File: config.mk
export PLATFORM = sky130hd
export DESIGN_NAME = rc4_phase_sequencer_flat
export DESIGN_NICKNAME = d
export VERILOG_FILES = /design/src/rtl/rc4_phase_sequencer_if.sv /design/src/rtl/rc4_phase_sequencer.sv /design/src/flat_wrapper.sv
export SDC_FILE = /design/constraint.sdc
export NUM_CORES = 1
export LEC_CHECK = 0
export ABC_AREA = 1
export CORE_MARGIN = 2
export CORE_UTILIZATION = 41
export CTS_CLUSTER_DIAMETER = 50
export DETAILED_ROUTE_END_ITERATION = 12
export PLACE_DENSITY = 0.85
export RECOVER_POWER = 50
export SYNTH_ARGS = -nofsm -noshare
export SYNTH_HDL_FRONTEND = slang
export SYNTH_SLANG_ARGS = --single-unit
export TNS_END_PERCENT = 50
File: constraint.sdc
create_clock -name clk -period 2.4 [get_ports clk]
set_input_delay 0.72 -clock clk [delete_from_list [all_inputs] [get_ports clk]]
set_output_delay 0.72 -clock clk [all_outputs]
set_load 0.1 [all_outputs]
File: src/rtl/rc4_phase_sequencer_if.sv
// Bundle of RC4 phase-sequencer signals: run request/status, the three
// sub-FSM start/fin_strobe handshakes with their S-port requests, and the S RAM port.
interface rc4_phase_sequencer_if;
  logic       start;
  logic       busy;
  logic       done;
  logic       err;
  logic [1:0] phase;

  logic       init_start;
  logic       init_done;
  logic [7:0] init_addr;
  logic [7:0] init_data;
  logic       init_wr_en;

  logic       shuf_start;
  logic       shuf_done;
  logic [7:0] shuf_addr;
  logic [7:0] shuf_data;
  logic       shuf_wr_en;

  logic       prga_start;
  logic       prga_done;
  logic [7:0] prga_addr;
  logic [7:0] prga_data;
  logic       prga_wr_en;

  logic [7:0] s_addr;
  logic [7:0] s_data;
  logic       s_wr_en;

  // The sequencer is the master: it issues start pulses and owns the S RAM port.
  modport master (
    input  start,
    input  init_done, init_addr, init_data, init_wr_en,
    input  shuf_done, shuf_addr, shuf_data, shuf_wr_en,
    input  prga_done, prga_addr, prga_data, prga_wr_en,
    output init_start, shuf_start, prga_start,
    output s_addr, s_data, s_wr_en,
    output phase, busy, done, err
  );

  modport slave (
    output start,
    output init_done, init_addr, init_data, init_wr_en,
    output shuf_done, shuf_addr, shuf_data, shuf_wr_en,
    output prga_done, prga_addr, prga_data, prga_wr_en,
    input  init_start, shuf_start, prga_start,
    input  s_addr, s_data, s_wr_en,
    input  phase, busy, done, err
  );
endinterface

File: src/rtl/rc4_phase_sequencer.sv
// RC4 top-level scheduler: runs init, key-schedule shuffle and PRGA phases in order,
// muxes the owning phase onto the single-port S RAM, and times out a stalled phase.
module rc4_phase_sequencer #(
  parameter int TIMEOUT = 4096,
  parameter int CNT_W   = 13
) (
  input  logic                      clk,
  input  logic                      rst,
  rc4_phase_sequencer_if.master     bus
);

  typedef enum logic [3:0] {
    IDLE       = 4'd0,
    START_INIT = 4'd1,
    WAIT_INIT  = 4'd2,
    START_SHUF = 4'd3,
    WAIT_SHUF  = 4'd4,
    START_PRGA = 4'd5,
    WAIT_PRGA  = 4'd6,
    DONE_S     = 4'd7,
    ERR        = 4'd8
  } state_t;

  localparam logic [CNT_W-1:0] LAST = CNT_W'(TIMEOUT - 1);

  state_t           state;
  state_t           state_next;
  logic [CNT_W-1:0] cnt;
  logic             expired;

  assign expired = (cnt == LAST);

  function automatic logic [1:0] phase_of(input state_t s);
    case (s)
      START_INIT, WAIT_INIT: phase_of = 2'd1;
      START_SHUF, WAIT_SHUF: phase_of = 2'd2;
      START_PRGA, WAIT_PRGA: phase_of = 2'd3;
      default:               phase_of = 2'd0;
    endcase
  endfunction

  // A completion strobe beats watchdog expiry when both land on the same cycle.
  always_comb begin
    state_next = state;
    case (state)
      IDLE:       if (bus.start) state_next = START_INIT;
      START_INIT: state_next = WAIT_INIT;
      WAIT_INIT: begin
        if (bus.init_done)  state_next = START_SHUF;
        else if (expired)   state_next = ERR;
      end
      START_SHUF: state_next = WAIT_SHUF;
      WAIT_SHUF: begin
        if (bus.shuf_done)  state_next = START_PRGA;
        else if (expired)   state_next = ERR;
      end
      START_PRGA: state_next = WAIT_PRGA;
      WAIT_PRGA: begin
        if (bus.prga_done)  state_next = DONE_S;
        else if (expired)   state_next = ERR;
      end
      DONE_S:     state_next = bus.start ? START_INIT : IDLE;
      ERR:        if (bus.start) state_next = START_INIT;
      default:    state_next = IDLE;
    endcase
  end

  // Outputs are registered from the next state so they line up with the state register.
  always_ff @(posedge clk) begin
    if (rst) begin
      state          <= IDLE;
      cnt            <= '0;
      bus.init_start <= 1'b0;
      bus.shuf_start <= 1'b0;
      bus.prga_start <= 1'b0;
      bus.phase      <= 2'd0;
      bus.busy       <= 1'b0;
      bus.done       <= 1'b0;
      bus.err        <= 1'b0;
    end else begin
      state <= state_next;
      case (state)
        WAIT_INIT, WAIT_SHUF, WAIT_PRGA: cnt <= cnt + 1'b1;
        default:                         cnt <= '0;
      endcase
      bus.init_start <= (state_next == START_INIT);
      bus.shuf_start <= (state_next == START_SHUF);
      bus.prga_start <= (state_next == START_PRGA);
      bus.phase      <= phase_of(state_next);
      bus.busy       <= !((state_next == IDLE) || (state_next == DONE_S) ||
                          (state_next == ERR));
      bus.done       <= (state_next == DONE_S);
      bus.err        <= (state_next == ERR);
    end
  end

  always_comb begin
    bus.s_addr  = 8'd0;
    bus.s_data  = 8'd0;
    bus.s_wr_en = 1'b0;
    case (bus.phase)
      2'd1: begin
        bus.s_addr  = bus.init_addr;
        bus.s_data  = bus.init_data;
        bus.s_wr_en = bus.init_wr_en;
      end
      2'd2: begin
        bus.s_addr  = bus.shuf_addr;
        bus.s_data  = bus.shuf_data;
        bus.s_wr_en = bus.shuf_wr_en;
      end
      2'd3: begin
        bus.s_addr  = bus.prga_addr;
        bus.s_data  = bus.prga_data;
        bus.s_wr_en = bus.prga_wr_en;
      end
      default: ;
    endcase
  end

endmodule

File: src/flat_wrapper.sv
// flat-port wrapper written by rule: the top's interface ports become plain ports
module rc4_phase_sequencer_flat 
#(
  parameter int TIMEOUT = 4096,
  parameter int CNT_W   = 13
)
  (clk, rst, bus_start, bus_init_done, bus_init_addr, bus_init_data, bus_init_wr_en, bus_shuf_done, bus_shuf_addr, bus_shuf_data, bus_shuf_wr_en, bus_prga_done, bus_prga_addr, bus_prga_data, bus_prga_wr_en, bus_init_start, bus_shuf_start, bus_prga_start, bus_s_addr, bus_s_data, bus_s_wr_en, bus_phase, bus_busy, bus_done, bus_err);
  rc4_phase_sequencer_if bus_i ();
  input  logic clk;
  input  logic rst;
  input wire logic [$bits(bus_i.start)-1:0] bus_start;
  input wire logic [$bits(bus_i.init_done)-1:0] bus_init_done;
  input wire logic [$bits(bus_i.init_addr)-1:0] bus_init_addr;
  input wire logic [$bits(bus_i.init_data)-1:0] bus_init_data;
  input wire logic [$bits(bus_i.init_wr_en)-1:0] bus_init_wr_en;
  input wire logic [$bits(bus_i.shuf_done)-1:0] bus_shuf_done;
  input wire logic [$bits(bus_i.shuf_addr)-1:0] bus_shuf_addr;
  input wire logic [$bits(bus_i.shuf_data)-1:0] bus_shuf_data;
  input wire logic [$bits(bus_i.shuf_wr_en)-1:0] bus_shuf_wr_en;
  input wire logic [$bits(bus_i.prga_done)-1:0] bus_prga_done;
  input wire logic [$bits(bus_i.prga_addr)-1:0] bus_prga_addr;
  input wire logic [$bits(bus_i.prga_data)-1:0] bus_prga_data;
  input wire logic [$bits(bus_i.prga_wr_en)-1:0] bus_prga_wr_en;
  output wire logic [$bits(bus_i.init_start)-1:0] bus_init_start;
  output wire logic [$bits(bus_i.shuf_start)-1:0] bus_shuf_start;
  output wire logic [$bits(bus_i.prga_start)-1:0] bus_prga_start;
  output wire logic [$bits(bus_i.s_addr)-1:0] bus_s_addr;
  output wire logic [$bits(bus_i.s_data)-1:0] bus_s_data;
  output wire logic [$bits(bus_i.s_wr_en)-1:0] bus_s_wr_en;
  output wire logic [$bits(bus_i.phase)-1:0] bus_phase;
  output wire logic [$bits(bus_i.busy)-1:0] bus_busy;
  output wire logic [$bits(bus_i.done)-1:0] bus_done;
  output wire logic [$bits(bus_i.err)-1:0] bus_err;
  assign bus_i.start = bus_start;
  assign bus_i.init_done = bus_init_done;
  assign bus_i.init_addr = bus_init_addr;
  assign bus_i.init_data = bus_init_data;
  assign bus_i.init_wr_en = bus_init_wr_en;
  assign bus_i.shuf_done = bus_shuf_done;
  assign bus_i.shuf_addr = bus_shuf_addr;
  assign bus_i.shuf_data = bus_shuf_data;
  assign bus_i.shuf_wr_en = bus_shuf_wr_en;
  assign bus_i.prga_done = bus_prga_done;
  assign bus_i.prga_addr = bus_prga_addr;
  assign bus_i.prga_data = bus_prga_data;
  assign bus_i.prga_wr_en = bus_prga_wr_en;
  assign bus_init_start = bus_i.init_start;
  assign bus_shuf_start = bus_i.shuf_start;
  assign bus_prga_start = bus_i.prga_start;
  assign bus_s_addr = bus_i.s_addr;
  assign bus_s_data = bus_i.s_data;
  assign bus_s_wr_en = bus_i.s_wr_en;
  assign bus_phase = bus_i.phase;
  assign bus_busy = bus_i.busy;
  assign bus_done = bus_i.done;
  assign bus_err = bus_i.err;
  rc4_phase_sequencer #(.TIMEOUT(TIMEOUT), .CNT_W(CNT_W)) u_core (.clk(clk), .rst(rst), .bus(bus_i));
endmodule
# --- After elaboration in Yosys (flattened, before gate mapping) ---
# Cells that the tools add are included.
totals:
  regBits: 25
  in_bits: 57
classes:
  n_addsub: 1
  n_eq_ne: 20
  muxes: 11
  bitwise: 1
  n_reduce_logical: 11
op_table:
  columns: ["operator", "count"]
  rows:
  - ["8-bit one-hot mux with 3 select lines", 2]
  - ["4-bit by 3-bit == test with 1-bit output, second input constant", 8]
  - ["4-bit one-hot mux with 8 select lines", 1]
  - ["4-bit 2-to-1 mux", 5]
  - ["4-bit by 2-bit == test with 1-bit output, second input constant", 4]
  - ["13-bit by 1-bit adder with 13-bit output, second input constant", 1]
  - ["13-bit by 12-bit == test with 1-bit output, second input constant", 1]
  - ["2-bit OR reduction", 5]
  - ["4-bit by 1-bit == test with 1-bit output, second input constant", 2]
  - ["4-bit == test, second input constant", 2]
  - ["4-bit zero test", 2]
  - ["2-bit one-hot mux with 3 select lines", 1]
  - ["2-bit == test, second input constant", 2]
  - ["1-bit one-hot mux with 3 select lines", 1]
  - ["3-bit OR reduction", 1]
  - ["2-bit by 1-bit == test with 1-bit output, second input constant", 1]
  - ["1-bit logical OR", 2]
  - ["1-bit zero test", 1]
  - ["1-bit 2-to-1 mux", 1]
  - ["1-bit NOT", 1]

# --- Logic depth before layout (Yosys ltp) ---
# Gate-level depths: netlist of run 1.
logic_depth:
  word_depth: 8
  ltp_mapped: 11
  depth_no_buf: 11

# --- Worst setup path before layout of run 1 ---
# No wires, ideal clock.
synth_path:
  path_kind: "reg-to-output"
  startpoint: "register u_core.bus.phase[1]"
  endpoint: "output bus_s_addr[4]"
  arrival_time_ns: 2.439
  required_ns: 1.680
  slack_ns: -0.759
  path_stages_with_launch: 6
  cell_sequence: "dfxtp_1 -> inv_1 -> nor2_1 -> buf_2 -> nand2_1 -> nand3_1"
synth_between:
  elab_chain_cells: 2
synth_lines:
  columns: ["item", "line", "text"]
  rows:
  - ["from (decl)", "rc4_phase_sequencer_if.sv:40", "output phase, busy, done, err"]
  - ["from (signal assigned)", "rc4_phase_sequencer.sv:89", "bus.phase <= phase_of(state_next);"]
  - ["2-bit == test or 2-bit by 1-bit == test with 1-bit output (tied branches)", "rc4_phase_sequencer.sv:101", "case (bus.phase)"]
  - ["8-bit one-hot mux with 3 select lines *", "rc4_phase_sequencer.sv:101", null]
  - ["to (decl)", "flat_wrapper.sv:27", "output wire logic [$bits(bus_i.s_addr)-1:0] bus_s_addr;"]
# Every way passes the cells marked *; elsewhere a longest branch is shown, timed or not.

# --- Worst setup path after layout of run 1 ---
layout_path:
  startpoint: "input bus_prga_data[1]"
  endpoint: "output bus_s_data[1]"
layout_between:
  elab_chain_cells: 1
layout_lines:
  columns: ["item", "line", "text"]
  rows:
  - ["from (decl)", "flat_wrapper.sv:22", "input wire logic [$bits(bus_i.prga_data)-1:0] bus_prga_data;"]
  - ["8-bit one-hot mux with 3 select lines", "rc4_phase_sequencer.sv:101", null]
  - ["to (decl)", "flat_wrapper.sv:28", "output wire logic [$bits(bus_i.s_data)-1:0] bus_s_data;"]
# No other way between the ends.

==> results.rst, run 1 <==
.. list-table::
   :header-rows: 1

   * - Metric
     - Value
   * - Run status
     - complete, no violations
   * - Largest delay contributor family on the critical path
     - buffers and inverters
   * - Skew-Pair Late Insertion Delay
     - 330 ps
   * - Detailed-route wire length per cell
     - 12.5 um
   * - Worst Path Buf+Inv
     - 2
   * - Required time of the critical path
     - 1680 ps
   * - H-tree depth
     - 1
   * - GP Congestion
     - 0.845
   * - Multiplexer share of the synthesized area
     - 0%
   * - Simple-gate area share of the yosys netlist
     - 48.2%
   * - Non-filler cells, final
     - 364
   * - Hold Path End
     - u_core.cnt[0]$_SDFF_PP0_
   * - Clock tree from TritonCTS
     - done
   * - Area share of the largest cell type after synthesis
     - 34.3%
   * - Adder-Cell Fraction of Synth Area
     - 0.858%
   * - Total power
     - 1.65 mW
   * - Peak ir drop on the vdd network
     - 0.322 mV
   * - HPWL after detailed placement
     - 3890 um
   * - Number of placed cells counting well taps
     - 360
   * - Min Tclk post-route
     - 2270 ps
   * - Combinational family with the most area after synthesis
     - simple AND/OR/NAND/NOR gates
   * - Starting density of the core
     - 43.0%
   * - Total Die Area
     - 0.00405 mm^2
   * - Total setup buffers inserted after CTS
     - 0
   * - Number of pins with negative max-slew slack in the final report
     - 0
   * - Crit path arrival time
     - 1550 ps
   * - Post-Syn Area
     - 0.00146 mm^2
   * - R2r setup slk
     - 670 ps
   * - Endpoint kind of the worst setup timing path
     - primary output
   * - Largest buffer count on any clock path
     - 2
   * - Final setup violating endpoints
     - 0
   * - Overall die height
     - 63.7 um
   * - Core Util, Final
     - 77.6%
   * - Setup CP Type
     - input port to primary output
   * - Number of sinks driven by the clock tree
     - 25
   * - Most frequent cells in the layout
     - sky130_fd_sc_hd__nand2_1, sky130_fd_sc_hd__clkdlybuf4s50_1, sky130_fd_sc_hd__nor2_1
   * - Startpoint of the lowest-slack hold path
     - u_core.cnt[0]$_SDFF_PP0_
   * - Detailed Route Iter0 Violations
     - 45
   * - Synthesis warning total
     - 0
   * - Cell chosen for the clock root
     - sky130_fd_sc_hd__clkbuf_4
   * - Detailed-route vias per instance
     - 4.91
   * - Number of DRC violations after detailed routing
     - 0
   * - Post-synthesis cell type with the largest combined area
     - sky130_fd_sc_hd__dfxtp_1
   * - Die width
     - 63.7 um
   * - Unrepaired setup endpoints after global routing
     - false
   * - Most frequent standard cell in the layout excluding fill and tap cells
     - sky130_fd_sc_hd__nand2_1
   * - Nets
     - 377
   * - Final design instance area without fill
     - 0.00263 mm^2
   * - Port buffer count
     - 81
   * - Pin count of the biggest net entering global routing
     - 18
   * - Layout cells sized above 1
     - 19.8%
   * - Minimum setup slack in the final design
     - 131 ps
   * - Total I/O pin count
     - 82
   * - Worst-path clk slew
     - 140 ps
   * - R2r endpoint
     - u_core.bus.phase[0]$_SDFF_PP0_
   * - Overall routed net length
     - 4560 um
   * - Post-Synthesis Net Count
     - 290
   * - Worst slew margin relative to its limit
     - 62.8%
   * - Largest incremental delay on the critical path
     - 470 ps
   * - Post-synthesis cell type count
     - 31
   * - Antenna violations before repair
     - 0
   * - Cells resized by post-CTS repair
     - 0
   * - Sum of negative setup slack
     - 0 ps
   * - Type of element launching the critical path
     - input port
   * - Pwr per Cell Area
     - 628 mW/mm^2
   * - Number of buffers created by CTS
     - 3
   * - Startpoint of the most critical register-to-register path
     - u_core.cnt[0]$_SDFF_PP0_
   * - Hold slack final
     - 453 ps
   * - Total GRT Usage
     - 23.5%
   * - Length in cells of the worst reg-to-reg path
     - 10
   * - Max stage delay cell, worst path
     - sky130_fd_sc_hd__clkdlybuf4s50_1
   * - Standby leakage power
     - 1.17 nW
   * - CTS hold repair buffers
     - 0
   * - Clock Skew
     - 11.0 ps
   * - Flop and latch count out of synthesis
     - 25
   * - Sequential element share of the synthesized area
     - 34.3%
   * - Post-Syn Area per Cell
     - 6.29 um^2
   * - Number of global-route vias before repair
     - 1,691
   * - Slew of the pin with the lowest slew margin
     - 560 ps
   * - Fraction of the mapped netlist area in compound gates
     - 8.23%
   * - Count of mapped cells out of synthesis
     - 232
   * - Final antenna diode count
     - 0
   * - Placement Cell Area
     - 0.00264 mm^2
   * - First-pass GRT wire length
     - 7690 um
   * - Depth of the worst hold-timing path
     - 1
   * - Final hold viol count
     - 0
   * - XOR/XNOR Fraction of Synth Area
     - 0.600%
   * - Worst Path Max Fanout
     - 1
   * - Max-cap violations
     - 0
   * - Row cnt
     - 21
   * - Vias post-DR
     - 1,788
   * - Area of the placeable core
     - 0.00339 mm^2
   * - Global route overflow
     - 0
   * - Crit path cell chain
     - clkdlybuf4s50_1 -> nand2_1 -> nand3_4 -> buf_12
   * - Router iterations before antenna repair
     - 4
   * - Residual antenna-violating net count after detailed routing
     - 0
   * - Type of the worst min-delay path
     - flip-flop to flip-flop
   * - Worst-case setup slack after placement
     - 129 ps
   * - Final Cycle Share
     - 94.5%
   * - Largest cells by area after synthesis
     - sky130_fd_sc_hd__dfxtp_1, sky130_fd_sc_hd__nand2_1, sky130_fd_sc_hd__nand3_1
   * - Area growth syn-to-layout
     - 80.3%
   * - Highest achievable clock rate
     - 0.441 GHz
cell usage after synthesis:
cell                         n
sky130_fd_sc_hd__inv_1      16
sky130_fd_sc_hd__nand3b_1    2
sky130_fd_sc_hd__ha_1        1
sky130_fd_sc_hd__xor2_1      1
sky130_fd_sc_hd__nand2_2     1
sky130_fd_sc_hd__clkinv_1    2
sky130_fd_sc_hd__nor3b_2     2
sky130_fd_sc_hd__buf_2       1
sky130_fd_sc_hd__nor2_2      3
sky130_fd_sc_hd__buf_1       1
sky130_fd_sc_hd__inv_2       5
sky130_fd_sc_hd__nor3_1      3
sky130_fd_sc_hd__a21oi_2     2
sky130_fd_sc_hd__o21a_1      2
sky130_fd_sc_hd__nand4_1     4
sky130_fd_sc_hd__a21oi_1     7
sky130_fd_sc_hd__nor2_1     28
sky130_fd_sc_hd__or2_1       1
sky130_fd_sc_hd__o2111ai_1   1
sky130_fd_sc_hd__o22ai_1     1
sky130_fd_sc_hd__nand2_1    85
sky130_fd_sc_hd__clkbuf_1    2
sky130_fd_sc_hd__nor3b_1     1
sky130_fd_sc_hd__o21ai_0     5
sky130_fd_sc_hd__nand3_1    24
sky130_fd_sc_hd__nor2_4      2
sky130_fd_sc_hd__nor3_2      1
sky130_fd_sc_hd__a211oi_2    1
sky130_fd_sc_hd__dfxtp_1    25
sky130_fd_sc_hd__and2_2      1
sky130_fd_sc_hd__buf_6       1
cell type report:
class	instances	area, um^2
clock inverter	1	7.51
fill	244	759
sequential	25	503
timing repair buffer	87	990
multi-input combinational	179	963
clock buffer	3	22.5
inverter	23	86.3
tap	46	57.6
worst register-to-register path, cell delays in order (launching register included):
cell,delay (ps)
sky130_fd_sc_hd__dfxtp_1,380
sky130_fd_sc_hd__ha_1,190
sky130_fd_sc_hd__nand3_1,170
sky130_fd_sc_hd__nor2_1,270
sky130_fd_sc_hd__nand2_1,140
sky130_fd_sc_hd__nand2_1,80
sky130_fd_sc_hd__nand2_1,40
sky130_fd_sc_hd__nand2_1,100
sky130_fd_sc_hd__nand2_1,70
sky130_fd_sc_hd__nor2_1,130
sky130_fd_sc_hd__nor3_2,50
logic make-up (layout without fill, tap and decap cells):
kind of cell / after synthesis / after routing
and+or+nand+nor: 158 / 158
xor gates and xnor gates: 1 / 1
DFF: 25 / 25
adders and majority gates: 1 / 1
AOI/OAI and AO/OA: 19 / 19
buffers and inverters: 28 / 114
state kept, by name, indices dropped and copies added (netlist names):
| signal | cells |
|---|---|
| u_core.state | 4 |
| u_core.bus.busy | 1 |
| u_core.bus.shuf_start | 1 |
| u_core.bus.init_start | 1 |
| u_core.bus.err | 1 |
| u_core.bus.phase | 2 |
| u_core.cnt | 13 |
| u_core.bus.done | 1 |
| u_core.bus.prga_start | 1 |
worst max path at each step:
stage | from | endpoint | depth (start not counted)
floorplan | u_core.bus.phase[1]$_SDFF_PP0_ | bus_s_data[7] | 5
global placement | bus_prga_data[1] | bus_s_data[1] | 4
detailed placement | bus_prga_data[1] | bus_s_data[1] | 4
CTS | bus_prga_data[1] | bus_s_data[1] | 4
global route | bus_shuf_data[4] | bus_s_data[4] | 4
finish | bus_prga_data[1] | bus_s_data[1] | 4
power by group:
group	internal [mW]	switching (mW)
clock	0.0638	0.128
sequential	0.435	0.0153
combinational	0.357	0.653
per-layer routing:
metal	up-vias	routed length, um	GRT usage (%)
li1	913	-	-
met1	792	1940	30.0
met4	0	43	4.89
met5	-	0	0
met2	78	2240	41.3
met3	5	328	3.93
Note: power is estimated with default switching activity, not from simulation.
==> run 2: changes to the inputs <==
--- a/config.mk
+++ b/config.mk
@@ -6,6 +6,7 @@
 export NUM_CORES = 1
 export LEC_CHECK = 0
 export ABC_AREA = 1
+export CORE_ASPECT_RATIO = 0.5
 export CORE_MARGIN = 2
 export CORE_UTILIZATION = 41
 export CTS_CLUSTER_DIAMETER = 50
==> results.rst, run 2 (synthesized netlist as in run 1, its figures left out) <==
.. list-table::
   :header-rows: 1

   * - Metric
     - Value
   * - Run status
     - complete, no violations
   * - Biggest registers after layout
     - u_core.cnt: 13 flops, u_core.state: 4 flops, u_core.bus.phase: 2 flops
   * - Detailed-route wire length per cell
     - 14.1 um (+12%)
   * - Detailed Route Iter0 Violations
     - 93 (+110%)
   * - FF/Latch Area
     - 503 um^2 (unchanged)
   * - GP Congestion
     - 0.865 (+2.3%)
   * - # fillers
     - 257 (+5.3%)
   * - Slew of the pin with the lowest slew margin
     - 552 ps (-8.24 ps)
   * - Skew-Pair Late Insertion Delay
     - 270 ps (-60 ps)
   * - Max stage delay cell, worst path
     - sky130_fd_sc_hd__clkdlybuf4s50_1
   * - Nets
     - 375 (-0.53%)
   * - Number of flip-flops under the largest register name
     - 13 (unchanged)
   * - Peak ir drop on the vdd network
     - 0.470 mV (+46%)
   * - Min Tclk post-route
     - 2280 ps (+12.8 ps)
   * - Total I/O pin count
     - 82 (unchanged)
   * - Largest buffer count on any clock path
     - 2 (unchanged)
   * - Total GRT Usage
     - 26.1% (+2.6 points)
   * - Number of pins with negative max-slew slack in the final report
     - 0 (unchanged)
   * - Total power
     - 1.72 mW (+4.1%)
   * - Final setup violating endpoints
     - 0 (unchanged)
   * - Crit path arrival time
     - 1560 ps (about the same)
   * - Worst Path Buf+Inv
     - 2 (unchanged)
   * - Most frequent standard cell in the layout excluding fill and tap cells
     - sky130_fd_sc_hd__nand2_1
   * - Logic gate share of total power
     - 59.2% (-1.9 points)
   * - Cells resized by post-CTS repair
     - 0 (unchanged)
   * - Fraction of power spent switching nets
     - 47.3% (-0.89 points)
   * - Global route overflow
     - 0 (unchanged)
   * - Row cnt
     - 15 (-29%)
   * - Number of DRC violations after detailed routing
     - 0 (unchanged)
   * - Total Die Area
     - 0.00408 mm^2 (+0.72%)
   * - Port buffer count
     - 81 (unchanged)
   * - Sum of negative setup slack
     - 0 ps (unchanged)
   * - Setup CP Type
     - input port to primary output
   * - Pwr per Cell Area
     - 652 mW/mm^2 (+3.8%)
   * - Clock tree from TritonCTS
     - done
   * - First-pass GRT wire length
     - 8160 um (+6.2%)
   * - Non-filler cells, final
     - 367 (+0.82%)
   * - Overall routed net length
     - 5160 um (+13%)
   * - Number of placed cells counting well taps
     - 363 (+0.83%)
   * - Largest incremental delay on the critical path
     - 480 ps (about the same)
   * - Final Cycle Share
     - 95.1% (+0.53 points)
   * - Antenna violations before repair
     - 0 (unchanged)
   * - Max-cap violations
     - 0 (unchanged)
   * - Unrepaired setup endpoints after global routing
     - false
   * - H-tree depth
     - 1 (unchanged)
   * - Detailed-route vias per instance
     - 5.12 (+4.3%)
   * - Final antenna diode count
     - 0 (unchanged)
   * - Fraction of power consumed by the clock network
     - 14.6% (+3.0 points)
   * - Type of the worst min-delay path
     - flip-flop to flip-flop
   * - Area growth syn-to-layout
     - 80.9%
   * - Residual antenna-violating net count after detailed routing
     - 0 (unchanged)
   * - Type of element launching the critical path
     - input port
   * - Multi-input gate area
     - 965 um^2 (+0.13%)
   * - Worst slew margin relative to its limit
     - 63.3% (+0.55 points)
   * - Starting density of the core
     - 42.7% (-0.33 points)
   * - Internal power of the cells
     - 0.906 mW (+5.9%)
   * - Highest achievable clock rate
     - 0.438 GHz (-0.56%)
   * - Largest delay contributor family on the critical path
     - buffers and inverters
   * - Area of the placeable core
     - 0.00342 mm^2 (+0.78%)
   * - Clock Skew
     - 5.40 ps (-5.59 ps)
   * - Most flops, register
     - u_core.cnt
   * - Switching power
     - 0.813 mW (+2.2%)
   * - Number of global-route vias before repair
     - 1,719 (+1.7%)
   * - HPWL after detailed placement
     - 4120 um (+6.1%)
   * - Crit path cell chain
     - clkdlybuf4s50_1 -> nand2_1 -> nand3_4 -> buf_12
   * - Total setup buffers inserted after CTS
     - 0 (unchanged)
   * - Number of sinks driven by the clock tree
     - 25 (unchanged)
   * - Vias post-DR
     - 1,880 (+5.1%)
   * - Overall die height
     - 46.2 um (-27%)
   * - Die width
     - 88.4 um (+39%)
   * - Most frequent cells in the layout
     - sky130_fd_sc_hd__nand2_1, sky130_fd_sc_hd__clkdlybuf4s50_1, sky130_fd_sc_hd__nor2_1
   * - CTS hold repair buffers
     - 0 (unchanged)
   * - Number of buffers created by CTS
     - 3 (unchanged)
   * - Standby leakage power
     - 1.17 nW (-0.18%)
   * - Required time of the critical path
     - 1680 ps (about the same)
   * - Router iterations before antenna repair
     - 5 (+1)
   * - Endpoint kind of the worst setup timing path
     - primary output
   * - Cell chosen for the clock root
     - sky130_fd_sc_hd__clkbuf_8
   * - Pin count of the biggest net entering global routing
     - 18 (unchanged)
   * - Layout cells sized above 1
     - 19.6% (-0.19 points)
   * - Sequential share of power
     - 26.2% (-1.1 points)
   * - Worst Path Max Fanout
     - 1 (unchanged)
   * - Final hold viol count
     - 0 (unchanged)
   * - Worst-path clk slew
     - 90 ps (-50 ps)
## run 2: area by class of cell
| type | count | area share (%) |
|---|---|---|
| repair buffers | 85 | 36.8 |
| multi-input cells | 179 | 36.6 |
| well taps | 51 | 2.42 |
| inverters | 23 | 3.27 |
| flip-flops and latches | 25 | 19.1 |
| clock buffers | 3 | 1.56 |
| clock inverters | 1 | 0.284 |
## run 2: worst register-to-register path: stages, from the launching register on
cell and delay (ps):
sky130_fd_sc_hd__dfxtp_1 370, sky130_fd_sc_hd__ha_1 200, sky130_fd_sc_hd__nand3_1 170, sky130_fd_sc_hd__nor2_1 260
sky130_fd_sc_hd__nand2_1 140, sky130_fd_sc_hd__nand2_1 80, sky130_fd_sc_hd__nand2_1 40, sky130_fd_sc_hd__nand2_1 130
sky130_fd_sc_hd__nand2_1 90, sky130_fd_sc_hd__nor2_1 120, sky130_fd_sc_hd__nor3_2 40
## run 2: power by group through the flow
stage,Clock [mW],Sequential (mW),Combinational (mW)
2_1_floorplan,0,0.540,0.545
3_3_place_gp,0,0.458,1.01
3_5_place_dp,0,0.459,1.02
4_1_cts,0.255,0.450,1.03
5_1_grt,0.270,0.452,1.05
6_report,0.251,0.450,1.02
## run 2: per-stage QoR
stage | utilization (%) | setup WS (ps) | hold WS, ps | area (um^2)
finish | 77.3 | 118 | 456 | 2640
detailed placement | 77.1 | 120 | 441 | 2630
floorplan | - | -89.2 | 417 | 1610
CTS | 78.5 | 116 | 464 | 2680
global route | 77.3 | 87.1 | 492 | 2640
global placement | 77.1 | 144 | 427 | 2630
## run 2: metal layers
layer  GRT usage [%]  vias to the layer above  wire (um)
li1                -                      907          -
met1            32.0                      841       2140
met2            45.9                      106       2380
met3            7.89                       26        463
met4            6.06                        0        174
met5            1.30                        -          0
## run 2: final timing paths
check / from / to / cells after the start / slack [ps]
setup / recovery: bus_shuf_data[1] / bus_s_data[1] / 4 / 120
setup reg to reg: u_core.cnt[0]$_SDFF_PP0_ / u_core.bus.phase[0]$_SDFF_PP0_ / 10 / 630
hold / removal: u_core.cnt[0]$_SDFF_PP0_ / u_core.cnt[0]$_SDFF_PP0_ / 1 / 460
hold reg to reg: u_core.cnt[0]$_SDFF_PP0_ / u_core.cnt[0]$_SDFF_PP0_ / 1 / 460
